===== src/rtl/radio_frame_deser.sv =====
// Serial sample-link deserializer: SYNC-aligned 8-bit words, HUNT/ACQ/LOCK framing.
// Optional ERR_COUNT port and counter when RADIO_DESER_ERRCNT_EN is defined.
module radio_frame_deser #(
  parameter int unsigned LOCK_FRAMES = 4,
  parameter int unsigned MISS_LIMIT  = 2
) (
  input  logic       SYS_CLK,
  input  logic       RST,
  input  logic       DATA_IN,
  input  logic       SYNC_IN,
  output logic [7:0] SAMPLE_OUT,
  output logic       SAMPLE_VALID,
  output logic       LOCKED
`ifdef RADIO_DESER_ERRCNT_EN
  ,
  output logic [15:0] ERR_COUNT
`endif
);

  typedef enum logic [1:0] {
    HUNT,
    ACQ,
    LOCK
  } state_t;

  localparam logic [3:0] LF = 4'(LOCK_FRAMES);
  localparam logic [3:0] ML = 4'(MISS_LIMIT);

  state_t     state_q, state_d;
  logic       d_q, s_q;
  logic [7:0] sr_q, sr_d;
  logic [2:0] bcnt_q, bcnt_d;
  logic [3:0] good_q, good_d;
  logic [3:0] miss_q, miss_d;
  logic       done_q, done_d;
  logic [7:0] out_q;
  logic       vld_q;
  logic       bnd;

  assign bnd  = (bcnt_q == 3'd0);
  assign sr_d = {d_q, sr_q[7:1]};

  always_ff @(posedge SYS_CLK) begin
    if (RST) state_q <= HUNT;
    else     state_q <= state_d;
  end

  always_comb begin
    state_d = state_q;
    unique case (state_q)
      HUNT: if (s_q) state_d = (LF == 4'd1) ? LOCK : ACQ;
      ACQ: begin
        if (bnd && !s_q)
          state_d = HUNT;
        else if (bnd && (good_q + 4'd1 == LF))
          state_d = LOCK;
      end
      LOCK: begin
        if (bnd && !s_q && (miss_q + 4'd1 == ML))
          state_d = HUNT;
      end
      default: state_d = HUNT;
    endcase
  end

  always_comb begin
    LOCKED = (state_q == LOCK);
  end

  always_comb begin
    bcnt_d = bcnt_q + 3'd1;
    good_d = good_q;
    miss_d = miss_q;
    done_d = 1'b0;
    unique case (state_q)
      HUNT: begin
        bcnt_d = s_q ? 3'd1 : 3'd0;
        good_d = {3'd0, s_q};
        miss_d = 4'd0;
      end
      ACQ: begin
        if (bnd) begin
          if (s_q) begin
            good_d = good_q + 4'd1;
          end else begin
            bcnt_d = 3'd0;
            good_d = 4'd0;
          end
        end else if (s_q) begin
          // realign: this slot becomes bit 0 of a new frame
          bcnt_d = 3'd1;
          good_d = 4'd1;
        end
      end
      LOCK: begin
        done_d = (bcnt_q == 3'd7);
        if (bnd) begin
          if (s_q) begin
            miss_d = 4'd0;
          end else if (miss_q + 4'd1 == ML) begin
            miss_d = 4'd0;
            bcnt_d = 3'd0;
          end else begin
            miss_d = miss_q + 4'd1;
          end
        end
      end
      default: begin
        bcnt_d = 3'd0;
        good_d = 4'd0;
        miss_d = 4'd0;
      end
    endcase
  end

  always_ff @(posedge SYS_CLK) begin
    if (RST) begin
      d_q    <= 1'b0;
      s_q    <= 1'b0;
      sr_q   <= 8'h00;
      bcnt_q <= 3'd0;
      good_q <= 4'd0;
      miss_q <= 4'd0;
      done_q <= 1'b0;
      out_q  <= 8'h00;
      vld_q  <= 1'b0;
    end else begin
      d_q    <= DATA_IN;
      s_q    <= SYNC_IN;
      sr_q   <= sr_d;
      bcnt_q <= bcnt_d;
      good_q <= good_d;
      miss_q <= miss_d;
      done_q <= done_d;
      vld_q  <= done_q;
      if (done_q) out_q <= sr_q;
    end
  end

  assign SAMPLE_OUT   = out_q;
  assign SAMPLE_VALID = vld_q;

`ifdef RADIO_DESER_ERRCNT_EN
  logic [15:0] err_q;
  logic        err_inc;

  // in LOCK a SYNC is wrong exactly when its presence differs from the boundary
  assign err_inc = (state_q == LOCK) && (s_q != bnd);

  always_ff @(posedge SYS_CLK) begin
    if (RST)
      err_q <= 16'h0000;
    else if (err_inc && (err_q != 16'hFFFF))
      err_q <= err_q + 16'h0001;
  end

  assign ERR_COUNT = err_q;
`endif

endmodule

===== config.mk =====
export PLATFORM = sky130hd
export DESIGN_NAME = radio_frame_deser
export DESIGN_NICKNAME = d
export VERILOG_FILES = /design/src/rtl/radio_frame_deser.sv
export SDC_FILE = /design/constraint.sdc
export NUM_CORES = 1
export LEC_CHECK = 0
export BUFFER_PORTS_ARGS = -buffer_cell sky130_fd_sc_hd__buf_2
export CORE_MARGIN = 2
export CORE_UTILIZATION = 30
export DETAILED_ROUTE_END_ITERATION = 8
export GPL_TIMING_DRIVEN = 0
export PLACE_DENSITY = 0.5
export SLEW_MARGIN = 20
export SYNTH_ARGS = -nofsm -noshare
export SYNTH_HDL_FRONTEND = slang
export SYNTH_SLANG_ARGS = --single-unit

===== constraint.sdc =====
create_clock -name SYS_CLK -period 1.4 [get_ports SYS_CLK]
set_input_delay 0.07 -clock SYS_CLK [delete_from_list [all_inputs] [get_ports SYS_CLK]]
set_output_delay 0.07 -clock SYS_CLK [all_outputs]
set_load 0.005 [all_outputs]

==> results.tsv <==
stage	metric	value	unit
outcome	status	complete, no violations	
clocking	root buffer cell	clkbuf_8	
floorplan	die area	5290	um^2
synth	Netlist cell types	36	
worst_setup_path	Crit Path Category	reg2reg	
final_layout	share of layout cells above drive strength 1	30.0	%
timing	Setup Viol. Count Final	0	
timing	Fmax achieved	723	MHz
global_routing	initial antenna violation count	0	
synth	post-synthesis sequential area ratio	46.6	%
place	cell area after placement	1580	um^2
synth	async set-reset flop share out of synthesis	0	%
timing	fin crit share	98.9	%
final_layout	area grow syn2layout	27.8	%
floorplan	# rows	24	
route	drt via density	4.84	
power_and_ir_drop	Worst VDD drop	0.000621	V
floorplan	chip height	72.7	um
final_layout	commonest non-fill, non-tap cell in the layout	dfxtp_1	
timing	Tmin final	1.38	ns
timing	count of final max-slew check failures	0	
global_routing	grt ovf	0	
worst_setup_path	CP Max Fanout	6	
worst_setup_path	worst path required time	1.59	ns
place	PortBufs	13	
route	drt wl/cell	12.9	um
worst_setup_path	FF-to-FF path depth	6	
timing	Max transition margin	63.6	%
worst_setup_path	startpoint of the worst-slack reg-to-reg timing path	bcnt_q[0]	
place	Placed Instances	210	
min_path	HP Class	in2reg	
global_routing	largest net degree at the start of global routing	11	
synth	Cell Area, Synth	1420	um^2
clocking	Clock H-tree levels	2	
clocking	Longest Clk Path Bufs	2	
worst_setup_path	Critical path origin	bcnt_q[0]	
global_routing	vias in the first global route	1047	
synth	register bit total from synthesis	33	
synth	number of enable flip-flop cells after synthesis	0	
timing	Worst Hold Margin	0.163	ns
final_layout	ant diodes	0	
timing	Max Clock Skew	0.00508	ns
worst_setup_path	CP Launch Type	register	
clocking	CTS sink count	33	
timing	Final Hold Vio Count	0	
global_routing	first-pass GRT wire length	4.90	mm
worst_setup_path	CP arrival	1.58	ns
worst_setup_path	end of the worst register-to-register path	miss_q[3]	
route	final wirelength	2.85	mm
timing	RSZ-0062 raised after global routing	yes	
clocking	clock slew at reported path FFs	0.07	ns
synth	leading area contributor after synthesis	dfxtp_1	
power_and_ir_drop	Pleak	0.686	nW
job	Max Cap Viol	0	
route	routed vias	1075	
worst_setup_path	CP Capture Type	register	
synth	synthesized instance count	145	
min_path	hold depth	4	
place	RD Place Congestion	0.772	
route	# DRC	0	
clocking	TritonCTS clock tree	done	
min_path	hold_sp	RST	
synth	share of the synthesized area in the top cell type	46.6	%
floorplan	I/O pins	14	
synth	Synth area leaders	dfxtp_1 47%, mux2i_1 7.1%, nor2b_1 6.2%	
synth	Avg Cell Area, Syn	9.77	um^2
place	Detailed Place HPWL	1.90	mm
clocking	clk_lat worst skew	0.28	ns
floorplan	core box area	4440	um^2
power_and_ir_drop	overall power	2.02	mW
min_path	Hold Path Sink	miss_q[1]	
synth	Main synth FF type	dfxtp_1	
final_layout	layout net count	179	
worst_setup_path	worst reg2reg setup slack	0.02	ns
floorplan	initial core utilization	31.9	%
route	TritonRoute pass-1 iters	4	
final_layout	Layout Utilization	40.7	%
final_layout	highest-count cells in the layout ignoring fill and taps	30 x dfxtp_1, 15 x nor2_1, 14 x buf_2, 13 x nor2b_1, 10 x mux2i_1	
synth	Syn. warnings	0	
route	DRT antenna net count	0	
power_and_ir_drop	power density over the cells	1120	nW/um^2
final_layout	fin area	1810	um^2
route	initial DRC count	33	
final_layout	# fillers	453	
synth	syn nets	155	
final_layout	final std cells w/o fill	222	
floorplan	Die Width	72.7	um
timing	Worst-Margin Slew	0.546	ns
global_routing	GRT Util Overall	12.2	%
clocking	number of buffers created by CTS	5	
worst max-delay path, cell delays in order, from the launching register on:
cell      delay, ns
dfxtp_2        0.33
inv_2          0.06
ha_4           0.14
nand2b_2       0.12
nor3_4         0.29
nand2b_1       0.10
a311oi_1       0.25
logic make-up after synthesis:
kind of cell	share of synthesized area, %
and+or+nand+nor	21.6
buffers and inverters	4.50
adders and majority gates	5.30
muxes	7.07
AOI/OAI and AO/OA	13.1
xor gates and xnor gates	1.86
DFF	46.6
Yosys cell counts, types with 2 or more instances:
library cell   n
nor2b_1       14
a21oi_1        9
buf_6          2
xnor2_1        2
ha_1           6
nand2b_1       7
and2_1         2
dfxtp_1       33
nor3_1         3
clkbuf_1       3
o21ai_1        3
nand4_1        3
nor3b_1        2
a311oi_1       3
mux2i_1       10
buf_2          3
nor2_1        15
inv_1          3
a21boi_1       2
nand2_1        4
worst max-delay path by stage:
stage / to / slack, ns / depth (start not counted)
after global placement: state_q[1] / -0.14 / 5
after floorplan: good_q[1] / -0.009 / 7
after global routing: miss_q[2] / -0.08 / 6
final: miss_q[3] / 0.02 / 6
after CTS: good_q[1] / -0.08 / 7
after detailed placement: state_q[1] / -0.12 / 5
layout make-up:
class	count	area [um^2]	share of cell area (%)
clock buffers	7	86.3	4.77
clock inverters	1	30.0	1.66
plain buffers	7	46.3	2.56
inverters	4	15.0	0.829
multi-input cells	100	792	43.7
repair buffers	18	111	6.15
flip-flops and latches	33	664	36.7
well taps	52	65.1	3.59
stage by stage:
| stage | setup TNS [ns] | setup slack (ns) |
|---|---|---|
| 4_1_cts | -0.124 | -0.0758 |
| 3_3_place_gp | -0.464 | -0.142 |
| 2_1_floorplan | -0.00944 | -0.00944 |
| 6_report | 0 | 0.0159 |
| 5_1_grt | -0.415 | -0.0809 |
| 3_5_place_dp | -0.508 | -0.122 |
where the power goes:
group | internal [mW] | switching (mW) | leakage [nW]
Sequential | 0.951 | 0.00830 | 0.269
Clock | 0.580 | 0.350 | 0.0585
Combinational | 0.0557 | 0.0741 | 0.359
Total | 1.59 | 0.432 | 0.686
metal layers:
layer	up-vias	track usage [%]	routed length (um)
met1	505	15.4	1370
met4	0	5.56	38
li1	552	-	-
met5	-	0	0
met2	14	18.8	1350
met3	4	3.87	95
timing repair:
action,4_1_cts,5_1_grt
pin swaps,5,11
setup buffers,2,1
gates resized for setup,10,12
hold buffers,2,0
setup endpoints to repair,9,11
hold endpoints to repair,2,0
state kept, by name (all words and copies together) (netlist names):
register,cells
good_q,4
SAMPLE_OUT,8
done_q,1
miss_q,4
s_q,1
d_q,1
sr_q,8
state_q,2
bcnt_q,3
SAMPLE_VALID,1
Power figures use the tool's default switching activity.
